==> config.mk <==
export PLATFORM = sky130hd
export DESIGN_NAME = sram_load_sequencer
export DESIGN_NICKNAME = d
export VERILOG_FILES = /design/src/rtl/sram_load_sequencer.sv
export SDC_FILE = /design/constraint.sdc
export NUM_CORES = 1
export LEC_CHECK = 0
export CORE_MARGIN = 2
export CORE_UTILIZATION = 49
export DETAILED_ROUTE_END_ITERATION = 8
export PLACE_DENSITY = 0.8
export SLEW_MARGIN = 20
export SYNTH_ARGS = -nofsm -noshare
export SYNTH_HDL_FRONTEND = slang
export SYNTH_SLANG_ARGS = --single-unit
==> constraint.sdc <==
create_clock -name clk -period 2.99 [get_ports clk]
set_input_delay 0.299 -clock clk [delete_from_list [all_inputs] [get_ports clk]]
set_output_delay 0.299 -clock clk [all_outputs]
set_load 0.03 [all_outputs]
==> src/rtl/sram_load_sequencer.sv <==
// Host-side loader: streams a job image into input SRAM, runs the DUT, then returns results.
// Optional watchdog on the run/wait phase is built when LOADER_TIMEOUT_EN is defined.
module sram_load_sequencer #(
   parameter int                ADDR_W      = 12,
   parameter int                DATA_W      = 16,
   parameter logic [ADDR_W-1:0] RESULT_BASE = 12'h800,
   parameter logic [ADDR_W-1:0] LOAD_MAX    = 12'h7FF
`ifdef LOADER_TIMEOUT_EN
   ,
   parameter int                TIMEOUT_CYC = 65535
`endif
) (
   input  logic              clk,
   input  logic              reset_b,
   input  logic              host_in_valid,
   output logic              host_in_ready,
   input  logic [DATA_W-1:0] host_in_data,
   input  logic              host_in_last,
   input  logic [ADDR_W-1:0] result_count,
   output logic [ADDR_W-1:0] ld_sram_write_address,
   output logic [DATA_W-1:0] ld_sram_write_data,
   output logic              ld_sram_write_enable,
   output logic              dut_run,
   input  logic              dut_busy,
   output logic [ADDR_W-1:0] ld_sram_read_address,
   input  logic [DATA_W-1:0] sram_ld_read_data,
   output logic              host_out_valid,
   input  logic              host_out_ready,
   output logic [DATA_W-1:0] host_out_data,
   output logic              host_out_last,
   output logic              job_done,
   output logic              load_overflow
`ifdef LOADER_TIMEOUT_EN
   ,
   output logic              timeout_err
`endif
);

   // state     | meaning
   // IDLE      | waiting for first load beat (written to address 0)
   // LOAD      | accepting load beats until host_in_last
   // RUN       | dut_run held until dut_busy seen
   // WAIT_DONE | waiting for dut_busy to fall
   // RD_ADDR   | result read address presented to SRAM
   // RD_DATA   | SRAM data valid, captured into output register
   // OUT_HOLD  | result word held until host accepts it
   // FINISH    | job_done pulse
   localparam logic [2:0] S_IDLE      = 3'd0;
   localparam logic [2:0] S_LOAD      = 3'd1;
   localparam logic [2:0] S_RUN       = 3'd2;
   localparam logic [2:0] S_WAIT_DONE = 3'd3;
   localparam logic [2:0] S_RD_ADDR   = 3'd4;
   localparam logic [2:0] S_RD_DATA   = 3'd5;
   localparam logic [2:0] S_OUT_HOLD  = 3'd6;
   localparam logic [2:0] S_FINISH    = 3'd7;

   logic [2:0]        state;
   logic [2:0]        state_nxt;
   logic [ADDR_W:0]   load_ptr;
   logic [ADDR_W-1:0] count_q;
   logic [ADDR_W-1:0] idx;
   logic              in_fire;
   logic              last_word;
   logic              tmo_hit;

   assign in_fire   = host_in_valid & host_in_ready;
   assign last_word = (idx == count_q - ADDR_W'(1));

`ifdef LOADER_TIMEOUT_EN
   localparam int TMO_W = $clog2(TIMEOUT_CYC + 1);
   logic [TMO_W-1:0] tmo_cnt;
   logic             in_run_phase;

   assign in_run_phase = (state == S_RUN) || (state == S_WAIT_DONE);
   assign tmo_hit      = in_run_phase && (tmo_cnt == '0);

   // Down-counter armed on RUN entry; terminal count forces the job to finish.
   always_ff @(posedge clk or negedge reset_b) begin
      if (!reset_b) begin
         tmo_cnt     <= '0;
         timeout_err <= 1'b0;
      end else begin
         if ((state_nxt == S_RUN) && (state != S_RUN))
            tmo_cnt <= TMO_W'(TIMEOUT_CYC - 1);
         else if (in_run_phase && (tmo_cnt != '0))
            tmo_cnt <= tmo_cnt - TMO_W'(1);
         if (in_fire && (state == S_IDLE))
            timeout_err <= 1'b0;
         else if (tmo_hit)
            timeout_err <= 1'b1;
      end
   end
`else
   assign tmo_hit = 1'b0;
`endif

   always_comb begin
      state_nxt = state;
      case (state)
         S_IDLE:      if (in_fire) state_nxt = host_in_last ? S_RUN : S_LOAD;
         S_LOAD:      if (in_fire && host_in_last) state_nxt = S_RUN;
         S_RUN:       if (dut_busy) state_nxt = S_WAIT_DONE;
         S_WAIT_DONE: if (!dut_busy) state_nxt = (count_q == '0) ? S_FINISH : S_RD_ADDR;
         S_RD_ADDR:   state_nxt = S_RD_DATA;
         S_RD_DATA:   state_nxt = S_OUT_HOLD;
         S_OUT_HOLD:  if (host_out_ready) state_nxt = last_word ? S_FINISH : S_RD_ADDR;
         S_FINISH:    state_nxt = S_IDLE;
         default:     state_nxt = S_IDLE;
      endcase
      if (tmo_hit) state_nxt = S_FINISH;
   end

   // Handshake/strobe outputs are registered from the next state so they are glitch-free
   // and all read 0 while reset is held.
   always_ff @(posedge clk or negedge reset_b) begin
      if (!reset_b) begin
         state                 <= S_IDLE;
         host_in_ready         <= 1'b0;
         dut_run               <= 1'b0;
         job_done              <= 1'b0;
         ld_sram_write_enable  <= 1'b0;
         ld_sram_write_address <= '0;
         ld_sram_write_data    <= '0;
         load_ptr              <= '0;
         count_q               <= '0;
         load_overflow         <= 1'b0;
      end else begin
         state                <= state_nxt;
         host_in_ready        <= (state_nxt == S_IDLE) || (state_nxt == S_LOAD);
         dut_run              <= (state_nxt == S_RUN);
         job_done             <= (state_nxt == S_FINISH);
         ld_sram_write_enable <= 1'b0;
         if (in_fire) begin
            if (state == S_IDLE) begin
               ld_sram_write_address <= '0;
               ld_sram_write_data    <= host_in_data;
               ld_sram_write_enable  <= 1'b1;
               load_ptr              <= (ADDR_W+1)'(1);
               count_q               <= result_count;
               load_overflow         <= 1'b0;
            end else if (load_ptr > {1'b0, LOAD_MAX}) begin
               // Past the input window: drop the word, pointer parks.
               load_overflow <= 1'b1;
            end else begin
               ld_sram_write_address <= load_ptr[ADDR_W-1:0];
               ld_sram_write_data    <= host_in_data;
               ld_sram_write_enable  <= 1'b1;
               load_ptr              <= load_ptr + (ADDR_W+1)'(1);
            end
         end
      end
   end

   always_ff @(posedge clk or negedge reset_b) begin
      if (!reset_b) begin
         idx                  <= '0;
         ld_sram_read_address <= '0;
         host_out_valid       <= 1'b0;
         host_out_data        <= '0;
         host_out_last        <= 1'b0;
      end else begin
         case (state)
            S_WAIT_DONE: begin
               if (state_nxt == S_RD_ADDR) begin
                  idx                  <= '0;
                  ld_sram_read_address <= RESULT_BASE;
               end
            end
            S_RD_DATA: begin
               host_out_data  <= sram_ld_read_data;
               host_out_valid <= 1'b1;
               host_out_last  <= last_word;
            end
            S_OUT_HOLD: begin
               if (host_out_ready) begin
                  host_out_valid       <= 1'b0;
                  host_out_last        <= 1'b0;
                  idx                  <= idx + ADDR_W'(1);
                  ld_sram_read_address <= RESULT_BASE + idx + ADDR_W'(1);
               end
            end
            default: ;
         endcase
      end
   end

endmodule
==> metrics.md, run 1 <==
| Metric | Value |
|---|---|
| Clock tree from TritonCTS | yes |
| Synth Cell Area | 4440 µm² |
| Net count of the mapped netlist | 508 |
| Final sum of negative setup slack | 0 ns |
| Total of flip-flops plus latches after synthesis | a little over 90 |
| Chip height | 99.2 µm |
| # IOs | 113 |
| Outcome | finished clean |
| Global placement routability congestion | roughly 1.0 |
| Launching point of the worst reg2reg path | count_q[0] |
| VDD IR max | 0.588 mV |
| Routed Wire Length | 10000 µm |
| First-iteration detailed-routing DRC count | 113 |
| Placed cell areas | 5570 µm² |
| Maximum achievable frequency | 398 MHz |
| Reg2Reg Depth | 8 |
| Ratio of cells with drive above 1 in the final layout | 8.81% |
| Final design area excluding fillers | 5820 µm² |
| Dominant register cell in the synthesized netlist | dfrtp_1 |
| Leakage power summed over all cells | 0.00262 µW |
| Seq/Total Area, Yosys | 51.9% |
| Wire length of the first global-routing pass | between 15000 and 20000 µm |
| Slew margin rel. | 58.6% |
| Cell at the root of the clock tree | clkbuf_8 |
| Number of buffers inserted during clock tree synthesis | 9 |
| Min-delay worst type | input port to async pin |
| Total global routing overflow | 0 |
| Average via count per standard cell | 5.31 |
| Clock input transition at the sequential cells of the worst setup and hold paths | 0.09 ns |
| CTS HTree Levels | 3 |
| FFs w/ async S/R, synth | 100% |
| Diode count | 0 |
| # setup viols final | 0 |
| Type of the worst setup path | register to register |
| Remaining design rule violation count | 0 |
| Post-layout minimum cycle time | 2.51 ns |
| Slowest cell on the critical path | nor3b_1 |
| Worst Path Max Fanout | 5 |
| Initial standard-cell utilization of the core | 50.6% |
| Growth of design area from synthesis to finish | 31.2% |
| Via count of the first global-routing pass | 3490 |
| GRT Util Overall | 20.7% |
| Number of buffers added to fix hold violations after cts | 1 |
| Number of violations of the max-capacitance limit | 0 |
| Router iterations before antenna repair | 4 |
| Number of buffers inserted by post-CTS setup repair | 0 |
| Worst-Margin Slew | approximately 0.62 ns |
| Clk buf depth | 2 |
| Detail Placement HPWL | roughly 7300 µm |
| Worst clock skew on the final layout | just over 0.008 ns |
| Number of unique standard cell types used by synthesis | 52 |
| Cell breakdown of the critical path | inv_1 > ha_1 > nor3b_1 > and4_1 > nor4_1 > nor4_4 > o2111ai_1 > a221oi_2 |
| Post-Syn Instances | ~460 |
| Source-to-sink clock delay at the later pin of the worst-skew pair | between 0.3 and 0.4 ns |
| Maximum number of pins on one net before global-route repair | 51 |
| CP Capture Type | register |
| Number of nets at the end of the flow | 605 |
| Worst reg-to-reg setup slack | 0.48 ns |
| Setup repair after global routing missed its margin | no |
| DRT antenna net count | 0 |
| Power per cell area | around 980 nW/µm² |
| Fin. max-slew vios | 0 |
| I/O Buffers | 112 |
| Number of warnings issued by yosys | 0 |
| Clock network fraction of total power | 18.1% |
| Average wire per cell in the routed design | 15.1 µm |
| Die width | between 90 and 100 µm |
| Number of endpoints with negative hold slack in the final report | 0 |
| Core area | between 8000 and 9000 µm² |
| Number of vias in the routed layout | 3527 |
| Delay of the slowest critical-path stage | 0.48 ns |
| Post-cts repair resize count | 0 |
| Fraction of the cycle the final worst path needs | 83.9% |
| Number of sinks handled by clock tree synthesis | 92 |
| Comb pwr share | a little under half |
| Capturing point of the worst reg2reg path | job_done |
| Crit path launch | count_q[0] |
| Die ar. | 9830 µm² |
| Worst EP required | 3.26 ns |
| Number of flops mapped to enable cells by yosys | 0 |
| Mean instance size in the synthesized netlist | 9.75 µm² |
| P_int | 3360 µW |
| Switching share of power | 40.8% |
| Antenna violations before repair | 0 |
| Worst Setup Start Kind | register |
| Arrival time at the worst endpoint | ~2.8 ns |
| Reg power frac | 36.3% |
| Switching pwr | 2320 µW |
| # rows | 34 |
==> kinds of logic (layout without fill, tap and decap cells) <==
kind of cell	Yosys count	in the layout	synth area share [%]
compound gates	53	53	9.33
xor+xnor	29	29	5.72
fa+ha+maj	3	3	0.846
buf+inv	42	143	4.88
flops	92	92	51.9
mux	18	18	4.51
simple gates	218	218	22.8
==> cells in the mapped netlist (4+ instances only) <==
library cell | instances | area (µm²)
nand2_1 | 104 | 390
dfrtp_1 | 92 | 2300
nor2_1 | 40 | 150
nand3_1 | 17 | 85.1
mux2_2 | 16 | 180
xor2_1 | 15 | 131
a22o_1 | 14 | 123
clkbuf_1 | 14 | 52.6
xnor2_1 | 14 | 123
buf_4 | 12 | 90.1
nor3_1 | 11 | 55.1
o21ai_0 | 11 | 55.1
inv_1 | 8 | 30.0
and3_1 | 5 | 31.3
buf_2 | 5 | 25.0
or3_1 | 5 | 31.3
a21oi_1 | 4 | 20.0
nand2b_1 | 4 | 25.0
nand3b_1 | 4 | 30.0
nand4_1 | 4 | 25.0
nor3b_1 | 4 | 30.0
nor4_1 | 4 | 25.0
or2_2 | 4 | 25.0
==> through the flow <==
stage          hold slack [ns]  total power (µW)  utilization (%)  setup WS [ns]  cells
2_1_floorplan          0.00341              3710                -          0.707    455
3_3_place_gp             0.316              4600             63.5          0.592    648
3_5_place_dp             0.322              4680             63.5          0.516    648
4_1_cts                  0.444              5710             66.4          0.498    664
5_1_grt                  0.458              6020             66.4          0.257    664
6_report                 0.454              5690             66.4          0.480    664
==> worst max path at each step <==
stage          endpoint  slack, ns  cells past startpoint
3_3_place_gp   job_done       0.59                      8
6_report       job_done       0.48                      8
3_5_place_dp   job_done       0.52                      8
2_1_floorplan  job_done       0.71                      8
5_1_grt        job_done       0.26                      8
4_1_cts        job_done       0.50                      8
==> cell type report <==
class | instances | area, µm²
Clock buffer | 10 | 138
Clock inverter | 5 | 108
Fill cell | 674 | 2940
Inverter | 9 | 33.8
Multi-Input combinational cell | 321 | 1920
Sequential cell | 92 | 2300
Tap cell | 108 | 135
Timing Repair Buffer | 119 | 1190
==> sequential cells by signal, summed over array words and instances (netlist names) <==
register	cells
host_out_last	1
job_done	1
host_in_ready	1
state	3
idx	1
host_out_valid	1
dut_run	1
ld_sram_write_enable	1
load_overflow	1
ld_sram_read_address	12
count_q	12
ld_sram_write_address	12
host_out_data	16
ld_sram_write_data	16
load_ptr	13
==> critical path: cells and delay by family (launching register included) <==
family	cells	cell delay, ns
flops	1	0.42
compound gates	2	0.53
simple gates	4	1.17
buf+inv	1	0.09
fa+ha+maj	1	0.21
==> metal layers <==
layer / part of all wire (%) / up-vias / track usage, % / wire length, µm
li1: - / 1725 / - / -
met1: 44 / 1698 / 27.2 / 4420
met2: 49 / 88 / 34.3 / 4900
met3: 5.4 / 16 / 5.90 / 541
met4: 1.5 / 0 / 5.27 / 152
met5: 0 / - / 0 / 0
==> cells in the final DEF, fill, tap and decap left out, types with 3 or more instances in the layout <==
cell type        instances
nor4_1                   4
bufinv_16                3
nand2b_1                 4
nor3b_1                  4
xnor2_1                 14
clkbuf_8                10
a21oi_1                  4
nand3_1                 17
dfrtp_1                 92
o21ai_1                  3
ha_1                     3
and2_1                   3
nand4_1                  4
a31oi_1                  3
nand2_1                104
or2_2                    4
clkdlybuf4s50_1        111
xor2_1                  15
buf_4                    6
nor2_1                  40
or3_1                    5
nand3b_1                 4
nor3_1                  11
o21ai_0                 11
and3_1                   5
mux2_2                  16
inv_1                    8
a22o_1                  14
==> power by group through the flow <==
stage	combinational, µW	sequential (µW)	clock, µW
3_3_place_gp	2540	2060	0
2_1_floorplan	1200	2510	0
6_report	2590	2070	1030
4_1_cts	2610	2060	1040
5_1_grt	2780	2140	1100
3_5_place_dp	2600	2080	0
No activity file was read; power rests on OpenSTA's default activity.
==> run 2, diff against run 1 <==
- clock period: 2.99 -> 2.5 ns (I/O delays scaled with it)
==> metrics.md, run 2 (synthesis gave the netlist of run 1 again) <==
| Metric | Value |
|---|---|
| Outcome | finished clean (unchanged) |
| Most frequent cells in the layout | clkdlybuf4s50_1 (111), nand2_1 (104), dfrtp_1 (92), nor2_1 (40), nand3_1 (17) (unchanged) |
| Number of endpoints with negative hold slack in the final report | 0 (unchanged) |
| Antenna violations before repair | 0 (unchanged) |
| DRT antenna net count | 0 (unchanged) |
| Core area | 8760 µm² (unchanged) |
| Die ar. | 9830 µm² (unchanged) |
| Initial standard-cell utilization of the core | 50.6% (unchanged) |
| Source-to-sink clock delay at the later pin of the worst-skew pair | 0.36 ns (about the same) |
| Worst EP required | 2.76 ns (was 3.26 ns) |
| Diode count | 0 (unchanged) |
| WHS | 0.401 ns (was 0.454 ns) |
| Die width | 99.2 µm (unchanged) |
| Fraction of the cycle the final worst path needs | 95.6% (was 83.9%) |
| Number of sinks handled by clock tree synthesis | 92 (unchanged) |
| Power per cell area | 1140 nW/µm² (was 977 nW/µm²) |
| # setup viols final | 0 (unchanged) |
| CP Capture Type | register (unchanged) |
| Comb pwr share | 48.4% (was 45.6%) |
| GRT Util Overall | 21.6% (was 20.7%) |
| Leakage power summed over all cells | 0.00264 µW (was 0.00262 µW) |
| Cell at the root of the clock tree | clkbuf_8 (unchanged) |
| Clock input transition at the sequential cells of the worst setup and hold paths | 0.09 ns (about the same) |
| Number of violations of the max-capacitance limit | 0 (unchanged) |
| Number of nets at the end of the flow | 613 (was 605) |
| Total global routing overflow | 0 (unchanged) |
| # IOs | 113 (unchanged) |
| Average wire per cell in the routed design | 15.2 µm (was 15.1 µm) |
| Number of vias in the routed layout | 3599 (was 3527) |
| Router iterations before antenna repair | 5 (was 4) |
| Worst clock skew on the final layout | 0.00867 ns (was 0.00823 ns) |
| Remaining design rule violation count | 0 (unchanged) |
| Chip height | 99.2 µm (unchanged) |
| Most common cell after layout, fill and taps aside | clkdlybuf4s50_1 (unchanged) |
| Via count of the first global-routing pass | 3500 (was 3490) |
| CTS HTree Levels | 3 (unchanged) |
| P_int | 3860 µW (was 3360 µW) |
| Setup repair after global routing missed its margin | yes (was no) |
| Number of buffers inserted during clock tree synthesis | 9 (unchanged) |
| Filler cells | 661 (was 674) |
| Area occupied by multi-input gates | 1970 µm² (was 1920 µm²) |
| Growth of design area from synthesis to finish | 32.7% (was 31.2%) |
| Maximum number of pins on one net before global-route repair | 52 (was 51) |
| # rows | 34 (unchanged) |
| Arrival time at the worst endpoint | 2.65 ns (was 2.78 ns) |
| Average via count per standard cell | 5.35 (was 5.31) |
| Detail Placement HPWL | 7420 µm (was 7290 µm) |
| Worst Path Max Fanout | 5 (unchanged) |
| First-iteration detailed-routing DRC count | 191 (was 113) |
| Post-layout minimum cycle time | 2.39 ns (was 2.51 ns) |
| Routed Wire Length | 10200 µm (was 10000 µm) |
| Clock tree from TritonCTS | yes (unchanged) |
| Worst Setup Start Kind | register (unchanged) |
| Global placement routability congestion | 0.997 (was 1.03) |
| Clk buf depth | 2 (unchanged) |
| Ratio of cells with drive above 1 in the final layout | 11.9% (was 8.81%) |
| Fin. max-slew vios | 0 (unchanged) |
| VDD IR max | 0.652 mV (was 0.588 mV) |
| Clock network fraction of total power | 14.9% (was 18.1%) |
| Switching pwr | 2850 µW (was 2320 µW) |
| Maximum achievable frequency | 418 MHz (was 398 MHz) |
| Reg power frac | 36.6% (was 36.3%) |
| Slew margin rel. | 57.2% (was 58.6%) |
| Number of instances in the placed design | 655 (was 648) |
| Reg area | 2300 µm² (unchanged) |
| Type of the worst setup path | register to register (unchanged) |
| Min-delay worst type | input port to async pin (unchanged) |
| Regs by FF count | host_out_data x16, ld_sram_write_data x16, load_ptr x13 (unchanged) |
| Final cell count without fillers | 673 (was 664) |
| Worst-Margin Slew | 0.636 ns (was 0.619 ns) |
| I/O Buffers | 112 (unchanged) |
| Wire length of the first global-routing pass | 17000 µm (was 16500 µm) |
| Switching share of power | 42.5% (was 40.8%) |
==> run 2: power groups by stage <==
| stage | registers, µW | clock network [µW] | logic, µW |
|---|---|---|---|
| floorplan | 3000 | 0 | 1440 |
| global placement | 2450 | 0 | 3110 |
| detailed placement | 2480 | 0 | 3170 |
| CTS | 2450 | 1040 | 3210 |
| global route | 2550 | 1110 | 3510 |
| finish | 2460 | 1000 | 3250 |
==> run 2: final timing paths <==
path / cells past startpoint / slack, ns / startpoint / endpoint
max in group asynchronous: 3 / 1.44 / reset_b / load_ptr[0]
max reg2reg: 8 / 0.11 / count_q[0] / job_done
min reg2reg: 2 / 0.47 / ld_sram_write_data[14] / ld_sram_write_data[14]
max: 8 / 0.11 / count_q[0] / job_done
min in group clk: 3 / 0.41 / result_count[3] / count_q[3]
min: 2 / 0.40 / reset_b / ld_sram_read_address[9]
==> run 2: metrics by stage <==
| stage | setup WS (ns) | TNS (ns) | cell area [µm²] | power (µW) | utilization (%) |
|---|---|---|---|---|---|
| floorplan | 0.217 | 0 | 4440 | 4440 | - |
| global placement | 0.117 | 0 | 5620 | 5560 | 64.1 |
| detailed placement | -0.0161 | -0.0161 | 5620 | 5650 | 64.1 |
| CTS | 0.0365 | 0 | 5850 | 6690 | 66.7 |
| global route | -0.0369 | -0.0680 | 5890 | 7160 | 67.2 |
| finish | 0.110 | 0 | 5890 | 6720 | 67.2 |
==> run 2: layer usage <==
metal  global-route usage (%)  share of wire [%]  wire length, µm
met3                     6.25                7.1              726
met4                     4.74                1.1              117
met5                        0                  0                0
met1                     29.1                 43             4370
met2                     35.0                 49             5000
==> run 2: what timing repair did <==
item | CTS | global route
cloned | 0 | 0
endpoints found under the hold margin | 41 | 0
pin swaps | 2 | 4
hold buffers | 1 | 0
buffers inserted | 0 | 1
setup endpoints to repair | 1 | 6
gates resized for setup | 3 | 8
==> run 2: critical path, cell delays in order, from the launching register on <==
cell       delay, ns
dfrtp_1         0.42
inv_2           0.09
ha_4            0.14
or3b_4          0.42
nor4_4          0.27
nor4_1          0.11
nor4_4          0.35
o2111ai_2       0.21
a221oi_2        0.29
==> run 2: cell type report <==
type	count	share of cell area (%)
flip-flops and latches	92	39.1
multi-input cells	321	33.5
repair buffers	127	21.2
well taps	108	2.29
clock buffers	9	2.10
clock inverters	7	1.27
inverters	9	0.574
